$ cat config.mk
export PLATFORM = sky130hd
export DESIGN_NAME = sram_stream_reader
export DESIGN_NICKNAME = d
export VERILOG_FILES = /design/src/rtl/sram_defs.sv /design/src/rtl/sync_fifo.sv /design/src/rtl/sram_stream_reader.sv
export SDC_FILE = /design/constraint.sdc
export NUM_CORES = 1
export LEC_CHECK = 0
export ABC_CLOCK_PERIOD_IN_PS = 6070
export CORE_MARGIN = 2
export CORE_UTILIZATION = 52
export DETAILED_ROUTE_END_ITERATION = 6
export PLACE_DENSITY = 0.83
export SYNTH_ARGS = -nofsm -noshare
export SYNTH_HDL_FRONTEND = slang
export SYNTH_HIERARCHICAL = 1
export SYNTH_SLANG_ARGS = --single-unit
$ cat constraint.sdc
create_clock -name clk -period 6.07 [get_ports clk]
set_input_delay 1.214 -clock clk [delete_from_list [all_inputs] [get_ports clk]]
set_output_delay 1.214 -clock clk [all_outputs]
set_load 0.01 [all_outputs]
$ cat src/rtl/sram_defs.sv
// Shared SRAM-side definitions: default bus widths, read timeout and reader FSM encodings.
// The controller side imports this same package.
package sram_defs;

    localparam int ADDR_W_DEF  = 20;
    localparam int DATA_W_DEF  = 32;
    localparam int TIMEOUT_DEF = 64;

    typedef enum logic [1:0] {
        ST_IDLE  = 2'd0,
        ST_ISSUE = 2'd1,
        ST_WAIT  = 2'd2,
        ST_GAP   = 2'd3
    } rd_state_t;

endpackage

$ cat src/rtl/sync_fifo.sv
// Show-ahead synchronous FIFO with occupancy count and a synchronous flush.
// DEPTH must be a power of two so the pointers wrap naturally.
module sync_fifo #(
    parameter int DEPTH = 8,
    parameter int WIDTH = 32
) (
    input  logic                   clk,
    input  logic                   rst,
    input  logic                   push,
    input  logic                   pop,
    input  logic                   flush,
    input  logic [WIDTH-1:0]       din,
    output logic [WIDTH-1:0]       dout,
    output logic [$clog2(DEPTH):0] level,
    output logic                   empty,
    output logic                   full
);

    localparam int PW = $clog2(DEPTH);

    logic [WIDTH-1:0] mem [DEPTH];
    logic [PW-1:0]    wr_ptr;
    logic [PW-1:0]    rd_ptr;
    logic             do_push;
    logic             do_pop;

    assign empty   = (level == '0);
    assign full    = (level == (PW + 1)'(DEPTH));
    assign do_pop  = pop && !empty;
    assign do_push = push && (!full || do_pop);
    assign dout    = mem[rd_ptr];

    always_ff @(posedge clk) begin
        if (do_push && !flush) begin
            mem[wr_ptr] <= din;
        end
    end

    always_ff @(posedge clk) begin
        if (rst || flush) begin
            wr_ptr <= '0;
            rd_ptr <= '0;
            level  <= '0;
        end else begin
            if (do_push) begin
                wr_ptr <= wr_ptr + PW'(1);
            end
            if (do_pop) begin
                rd_ptr <= rd_ptr + PW'(1);
            end
            case ({do_push, do_pop})
                2'b10:   level <= level + (PW + 1)'(1);
                2'b01:   level <= level - (PW + 1)'(1);
                default: level <= level;
            endcase
        end
    end

endmodule

$ cat src/rtl/sram_stream_reader.sv
// Streams a contiguous SRAM word range through the request/done handshake into a FIFO
// that a consumer drains over valid/ready. Read-only; one request outstanding at a time.
//
// state    | meaning
// ---------+-----------------------------------------------------------------
// ST_IDLE  | no stream active; FIFO contents remain poppable
// ST_ISSUE | waiting for FIFO space, then present the next read
// ST_WAIT  | read outstanding; wait for a rising mem_done or the timeout
// ST_GAP   | one cycle with mem_read low, then next index, wrap or finish
module sram_stream_reader
    import sram_defs::*;
#(
    parameter int ADDR_W     = ADDR_W_DEF,
    parameter int DATA_W     = DATA_W_DEF,
    parameter int FIFO_DEPTH = 8,
    parameter int TIMEOUT    = TIMEOUT_DEF
) (
    input  logic                        clk,
    input  logic                        rst,
    input  logic                        start,
    input  logic                        stop,
    input  logic [ADDR_W-1:0]           base_addr,
    input  logic [ADDR_W-1:0]           length,
    input  logic                        loop,
    output logic                        busy,
    output logic                        error,
    output logic                        mem_read,
    output logic                        mem_write,
    output logic [ADDR_W-1:0]           mem_addr,
    input  logic [DATA_W-1:0]           mem_rdata,
    input  logic                        mem_done,
    output logic                        rd_valid,
    output logic [DATA_W-1:0]           rd_data,
    input  logic                        rd_ready,
    output logic [$clog2(FIFO_DEPTH):0] fifo_level
);

    localparam int TMR_W = (TIMEOUT > 2) ? $clog2(TIMEOUT) : 1;

    rd_state_t         state, state_d;
    logic              done_q;
    logic              done_rise;
    logic [ADDR_W-1:0] base_q, len_q, idx_q, idx_next;
    logic              loop_q;
    logic              stop_pend;
    logic              stop_any;
    logic [TMR_W-1:0]  tmr;
    logic              do_start, do_issue, do_push, do_timeout;
    logic              fifo_empty, fifo_full;
    logic [DATA_W-1:0] fifo_dout;

    // The controller parks mem_done high between transactions, so only an edge completes a read.
    assign done_rise = mem_done && !done_q;
    assign stop_any  = stop || stop_pend;
    assign busy      = (state != ST_IDLE);
    assign mem_write = 1'b0;
    assign rd_valid  = !fifo_empty;
    assign rd_data   = fifo_empty ? '0 : fifo_dout;

    always_comb begin
        state_d    = state;
        idx_next   = idx_q;
        do_start   = 1'b0;
        do_issue   = 1'b0;
        do_push    = 1'b0;
        do_timeout = 1'b0;
        case (state)
            ST_IDLE: begin
                if (start && (length != '0)) begin
                    do_start = 1'b1;
                    idx_next = '0;
                    state_d  = ST_ISSUE;
                end
            end
            ST_ISSUE: begin
                if (stop_any) begin
                    state_d = ST_IDLE;
                end else if (!fifo_full) begin
                    do_issue = 1'b1;
                    state_d  = ST_WAIT;
                end
            end
            ST_WAIT: begin
                if (done_rise) begin
                    do_push = 1'b1;
                    state_d = ST_GAP;
                end else if (tmr == '0) begin
                    do_timeout = 1'b1;
                    state_d    = ST_IDLE;
                end
            end
            ST_GAP: begin
                if (stop_any) begin
                    state_d = ST_IDLE;
                end else if (idx_q == len_q - ADDR_W'(1)) begin
                    if (loop_q) begin
                        idx_next = '0;
                        state_d  = ST_ISSUE;
                    end else begin
                        state_d = ST_IDLE;
                    end
                end else begin
                    idx_next = idx_q + ADDR_W'(1);
                    state_d  = ST_ISSUE;
                end
            end
            default: state_d = ST_IDLE;
        endcase
    end

    always_ff @(posedge clk) begin
        if (rst) begin
            state     <= ST_IDLE;
            done_q    <= 1'b0;
            base_q    <= '0;
            len_q     <= '0;
            idx_q     <= '0;
            loop_q    <= 1'b0;
            stop_pend <= 1'b0;
            tmr       <= '0;
            mem_read  <= 1'b0;
            mem_addr  <= '0;
            error     <= 1'b0;
        end else begin
            state  <= state_d;
            done_q <= mem_done;
            idx_q  <= idx_next;
            if (do_start) begin
                base_q <= base_addr;
                len_q  <= length;
                loop_q <= loop;
                error  <= 1'b0;
            end
            if (state_d == ST_IDLE) begin
                stop_pend <= 1'b0;
            end else if (stop && (state != ST_IDLE)) begin
                stop_pend <= 1'b1;
            end
            // Timeout is a down-counter: loaded on issue, expires at zero.
            if (do_issue) begin
                mem_read <= 1'b1;
                mem_addr <= base_q + idx_q;
                tmr      <= TMR_W'(TIMEOUT - 1);
            end else if (state == ST_WAIT) begin
                if (do_push || do_timeout) begin
                    mem_read <= 1'b0;
                end else begin
                    tmr <= tmr - TMR_W'(1);
                end
            end
            if (do_timeout) begin
                error <= 1'b1;
            end
        end
    end

    sync_fifo #(
        .DEPTH (FIFO_DEPTH),
        .WIDTH (DATA_W)
    ) u_fifo (
        .clk   (clk),
        .rst   (rst),
        .push  (do_push),
        .pop   (rd_ready),
        .flush (do_start),
        .din   (mem_rdata),
        .dout  (fifo_dout),
        .level (fifo_level),
        .empty (fifo_empty),
        .full  (fifo_full)
    );

endmodule

# [After elaboration in Yosys (flattened, before gate mapping)]
# Memory sizes are Yosys's and may differ from the RTL's. A register that Yosys moved wholly into a read port is not among the register bits.
# Cells that the tools add are included.
[totals] ff_bits=103 ramBits=256 inputBits=79 output_inout_bits=61 elab_cells=101 memories=1
[op_classes] addsub=8 eq_ne=11 n_mux=38 n_reduce_logical=29
[memory_table] name="u_fifo.mem" words=8 width=32 rd=1 rd_ports_with_merged_regs=1 wr=1 line="sync_fifo.sv:21" source="logic [WIDTH-1:0] mem [DEPTH];"
[op_table] op="two-way mux 20 bit" n=4
[op_table] op="one-hot mux 20 bit (2 select lines)" n=1
[op_table] op="two-way mux 32 bit" n=1
[op_table] op="adder 20 x 1 -> 20 bit, second input constant" n=1
[op_table] op="adder 20 bit" n=1
[op_table] op="equality test 20 bit" n=1
[op_table] op="nonzero test 20 bit" n=1
[op_table] op="subtractor 20 x 1 -> 20 bit, second input constant" n=1
[op_table] op="two-way mux 1 bit" n=18
[op_table] op="two-way mux 6 bit" n=3
[op_table] op="two-way mux 2 bit" n=7
[op_table] op="nonzero test 2 bit" n=6
[op_table] op="one-hot mux 2 bit (4 select lines)" n=1
[op_table] op="one-hot mux 4 bit (2 select lines)" n=1
[op_table] op="adder 3 x 1 -> 3 bit, second input constant" n=2
[op_table] op="equality test 2 bit, second input constant" n=3
[op_table] op="logical AND 1 bit" n=6
[op_table] op="zero test 6 bit" n=1
[op_table] op="two-way mux 3 bit" n=2
[op_table] op="!= test 2 bit, second input constant" n=3
[op_table] op="subtractor 6 x 1 -> 6 bit, second input constant" n=1
[op_table] op="adder 4 x 1 -> 4 bit, second input constant" n=1
[op_table] op="equality test 2 x 1 -> 1 bit, second input constant" n=2
[op_table] op="equality test 4 bit, second input constant" n=1
[op_table] op="9 further kinds" n=17

# [Logic depth before layout (Yosys ltp)]
[depth] word_depth=8 mapped_depth=11 mapped_depth_nobuf=11

# [Hierarchy]
# Netlist, hierarchy kept.
[by_module_without_submodules] mod="sync_fifo" instances=1 cells_per_inst=458 area_per_inst_um2=10426.2 seq_area_each_um2=7947.6
[by_module_without_submodules] mod="sram_stream_reader" instances=1 cells_per_inst=722 area_per_inst_um2=5609.1 seq_area_each_um2=1861.8

# [Worst setup path before layout]
# OpenSTA, ideal clock, no wires.
[synth_timing] kind="input-to-reg" start="in length[15]" end="mem u_fifo.mem[1][0] (enable)" setup_time_ns=0.501 t_arrival_ns=5.859 t_required_ns=5.569 slack_ns=-0.291 path_stages=9 path_buffers=3 cell_sequence="nor4_1 > nand3_1 > o21ai_0 > or2_2 > clkbuf_1 > inv_1 > clkbuf_1 > buf_1 > nor4_1"
[synth_via] elab_chain_len=8
[synth_rtl] item="start, declared" line="sram_stream_reader.sv:23" source="input logic [ADDR_W-1:0] length,"
[synth_rtl] item="nonzero test 20 bit" line="sram_stream_reader.sv:69" source="if (start && (length != '0)) begin"
[synth_rtl] item="logical AND 1 bit" line="sram_stream_reader.sv:69"
[synth_rtl] item="two-way mux 1 bit" line="sram_stream_reader.sv:69"
[synth_rtl] item="two-way mux 1 bit" line="sram_stream_reader.sv:67" source="case (state)"
[synth_rtl] item="net do_start" line="sram_stream_reader.sv:48" source="logic do_start, do_issue, do_push, do_timeout;"
[synth_rtl] item="zero test 1 bit" line="sync_fifo.sv:34" source="if (do_push && !flush) begin"
[synth_rtl] item="logical AND 1 bit" line="sync_fifo.sv:34"
[synth_rtl] item="two-way mux 1 bit" line="sync_fifo.sv:34"
[synth_rtl] item="two-way mux 1 bit (implied by the code)" line="sync_fifo.sv:35" source="mem[wr_ptr] <= din;"
[synth_rtl] item="end, declared" line="sync_fifo.sv:21"
# The timed path passes the listed nets, and every way through them passes these cells.

==> qor.yml <==
clkLatencyLatePin_ns: 0.52
final.setup.tns_ns: 0
clkSinkCount: 362
ys_warn_count: 6
pwr-share-seq: 0.500
sw_frac_of_total: 0.212
drt_drc_violations_left: 0
cp_data_arrival_time_ns: 3.31
finalSetupViolCount: 0
worstMarginPinSlew_ns: 0.957
cts_tree: "built"
setup_ws_ns: 1.54
cts_resized: 0
synth.distinct_cells: 75
hpwl_um: 22600
dieWidth_um: 180
syn_to_final_growth_pct: 19.0
diodes: 0
drv_cap: 0
rows: 64
ys_async_sr_fraction: 0
grt_usage: 0.219
grt_first_pass_wirelength_um: 55900
coreArea_mm2: 0.0305
grt_pass1_vias: 10251
syn_area_mm2: 0.0160
clk_pin_slew_ns: 0.06
slew_violations: 0
ys_seq_area_frac: 0.612
cts_setup_buffers: 0
drt_pass1_iterations: 5
start_util: 0.526
layout-drive-gt1-share: 0.154
crit_required_ns: 4.86
wl_per_cell_um: 20.6
die_y_um: 180
crit_fanout: 35
ant_nets: 0
place.gp.congestion: 0.861
die_area_mm2: 0.0323
combPwrFrac: 0.058
io-pin-count: 140
power_frac_clock: 0.442
cts_inserted_buffers: 38
post-place-ws_ns: 1.21
syn_avg_cell_area_um2: 13.6
period_minus_slack_ns: 4.53
status: "completed"
ys.flop_type: "edfxtp_1"
first_iter_violations: 700
htree_levels: 2
clockBufferDepth: 3
skew_ns: 0.0272
ir_drop_mv: 0.189
end_kind: "output port"
finalNetCount: 1422
crit_type: "reg -> out"
io_buffers: 138
fmax_mhz: 221
cts-root-buf: "clkbuf_16"
grt_max_degree: 46
crit_path_start_kind: "register"
grt_overflow: 0
power_leakage_nw: 6.26
drt-total-wl_um: 35900
synth_edf_count: 256
rsz0062_at_grt: "no"
cts_hold_buf: 0
syn-num-nets: 1287
vias: 10178
antenna_found_initial: 1
layout_worst_path_cycle_share: 0.746
slew_headroom: 0.362
p_sw_mw: 1.14
viasPerCell: 5.85
hp-class: "reg -> reg"
final_util: 0.625
hold_violations: 0
syn_inst: 1180
p_per_area_mw_per_mm2: 283
ys_ff_latch: 362
intPower_mw: 4.25
-- logic make-up (layout without fill, tap and decap cells) --
logic type | after synthesis | after routing | synth area share
AO/OA/AOI/OAI | 193 | 193 | 0.0765
XOR/XNOR | 48 | 48 | 0.0262
adder cells (fa/ha/maj) | 28 | 28 | 0.0228
buffers and inverters | 79 | 243 | 0.0243
flip-flops | 362 | 362 | 0.612
multiplexers | 108 | 108 | 0.122
other | 1 | 1 | 0.000234
AND/OR/NAND/NOR | 361 | 361 | 0.116
-- synthesized netlist by cell type, types with 11 or more instances --
cell type	count	area, um2
clkbuf_1	36	135
mux4_2	54	1220
nor3_1	11	55.1
or3_1	11	68.8
nand3_1	29	145
o21ai_0	20	100
nand2_1	139	522
xor2_1	17	149
nand3b_1	13	97.6
edfxtp_1	256	7690
mux2_2	32	360
nor4_1	14	87.6
xnor2_1	31	272
a21oi_1	99	495
dfxtp_1	106	2120
inv_1	17	63.8
nor2_1	42	158
ha_1	26	325
mux2i_1	12	120
nor2b_1	40	250
-- power groups by stage --
stage | clock (mW) | combinational, mW | sequential [mW]
final | 2.38 | 0.312 | 2.70
after detailed placement | 0 | 0.309 | 2.75
after CTS | 2.42 | 0.312 | 2.70
after global placement | 0 | 0.300 | 2.75
after floorplan | 0 | 0.188 | 2.74
after global routing | 2.52 | 0.342 | 2.70
-- routing by layer --
layer | track usage | wire (um) | vias to the layer above
met4 | 0.0634 | 989 | 2
met3 | 0.0326 | 1840 | 73
li1 | - | - | 4730
met2 | 0.393 | 18600 | 339
met1 | 0.276 | 14500 | 5034
met5 | 0 | 14 | -
-- area by class of cell --
| type | count | area (um2) |
|---|---|---|
| Clock inverter | 28 | 299 |
| Clock buffer | 41 | 993 |
| Timing Repair Buffer | 157 | 1520 |
| Fill cell | 2195 | 11400 |
| Inverter | 17 | 63.8 |
| Sequential cell | 362 | 9810 |
| Tap cell | 396 | 495 |
| Multi-Input combinational cell | 739 | 5900 |
-- through the flow --
| step | power (mW) | area, um2 | hold slack [ns] | instances |
|---|---|---|---|---|
| after detailed placement | 3.06 | 17800 | 0.447 | 1671 |
| after global placement | 3.05 | 17800 | 0.445 | 1671 |
| after CTS | 5.43 | 19100 | 0.462 | 1740 |
| after global routing | 5.56 | 19100 | 0.479 | 1740 |
| after floorplan | 2.93 | 16000 | 0.441 | 1180 |
| final | 5.39 | 19100 | 0.459 | 1740 |
-- flip-flops by register name, indices dropped and copies added (netlist names), named ones only --
register and flops:
u_fifo/level 4, mem_addr 20, tmr 6, error 1
done_q 1, u_fifo/mem 256, u_fifo/wr_ptr 3, idx_q 20
stop_pend 1, len_q 20, mem_read 1, loop_q 1
state 2, u_fifo/rd_ptr 3, base_q 20
-- critical path, stage by stage (launching register included) --
cell and delay [ns]:
dfxtp_4 0.81, buf_4 0.44, mux4_1 0.62, mux2_2 0.28, nor2b_1 0.13, clkdlybuf4s50_1 0.49
-- worst paths after layout --
check,startpoint,to,slack (ns),cells after the start
max,register,rd_data[19],1.54,5
min,mem_addr[8],mem_addr[8],0.46,2
max reg2reg,len_q[0],idx_q[2],2.36,9
min reg2reg,mem_addr[8],mem_addr[8],0.46,2
-- placed cells by master, fill, tap and decap left out, types with 13 or more instances in the layout --
cell type        synthesis  routed
clkbuf_16                0      39
a21oi_1                 99      99
nand2_1                139     139
mux2_2                  32      32
mux4_2                  54      54
buf_4                    1      19
nand3b_1                13      13
ha_1                    26      26
xnor2_1                 31      31
o21ai_0                 20      20
inv_1                   17      16
edfxtp_1               256     256
nor2_1                  42      35
xor2_1                  17      17
dfxtp_1                106     104
clkdlybuf4s50_1          0     137
nor2b_1                 40      40
nand3_1                 29      29
(Power assumes the default switching activity.)
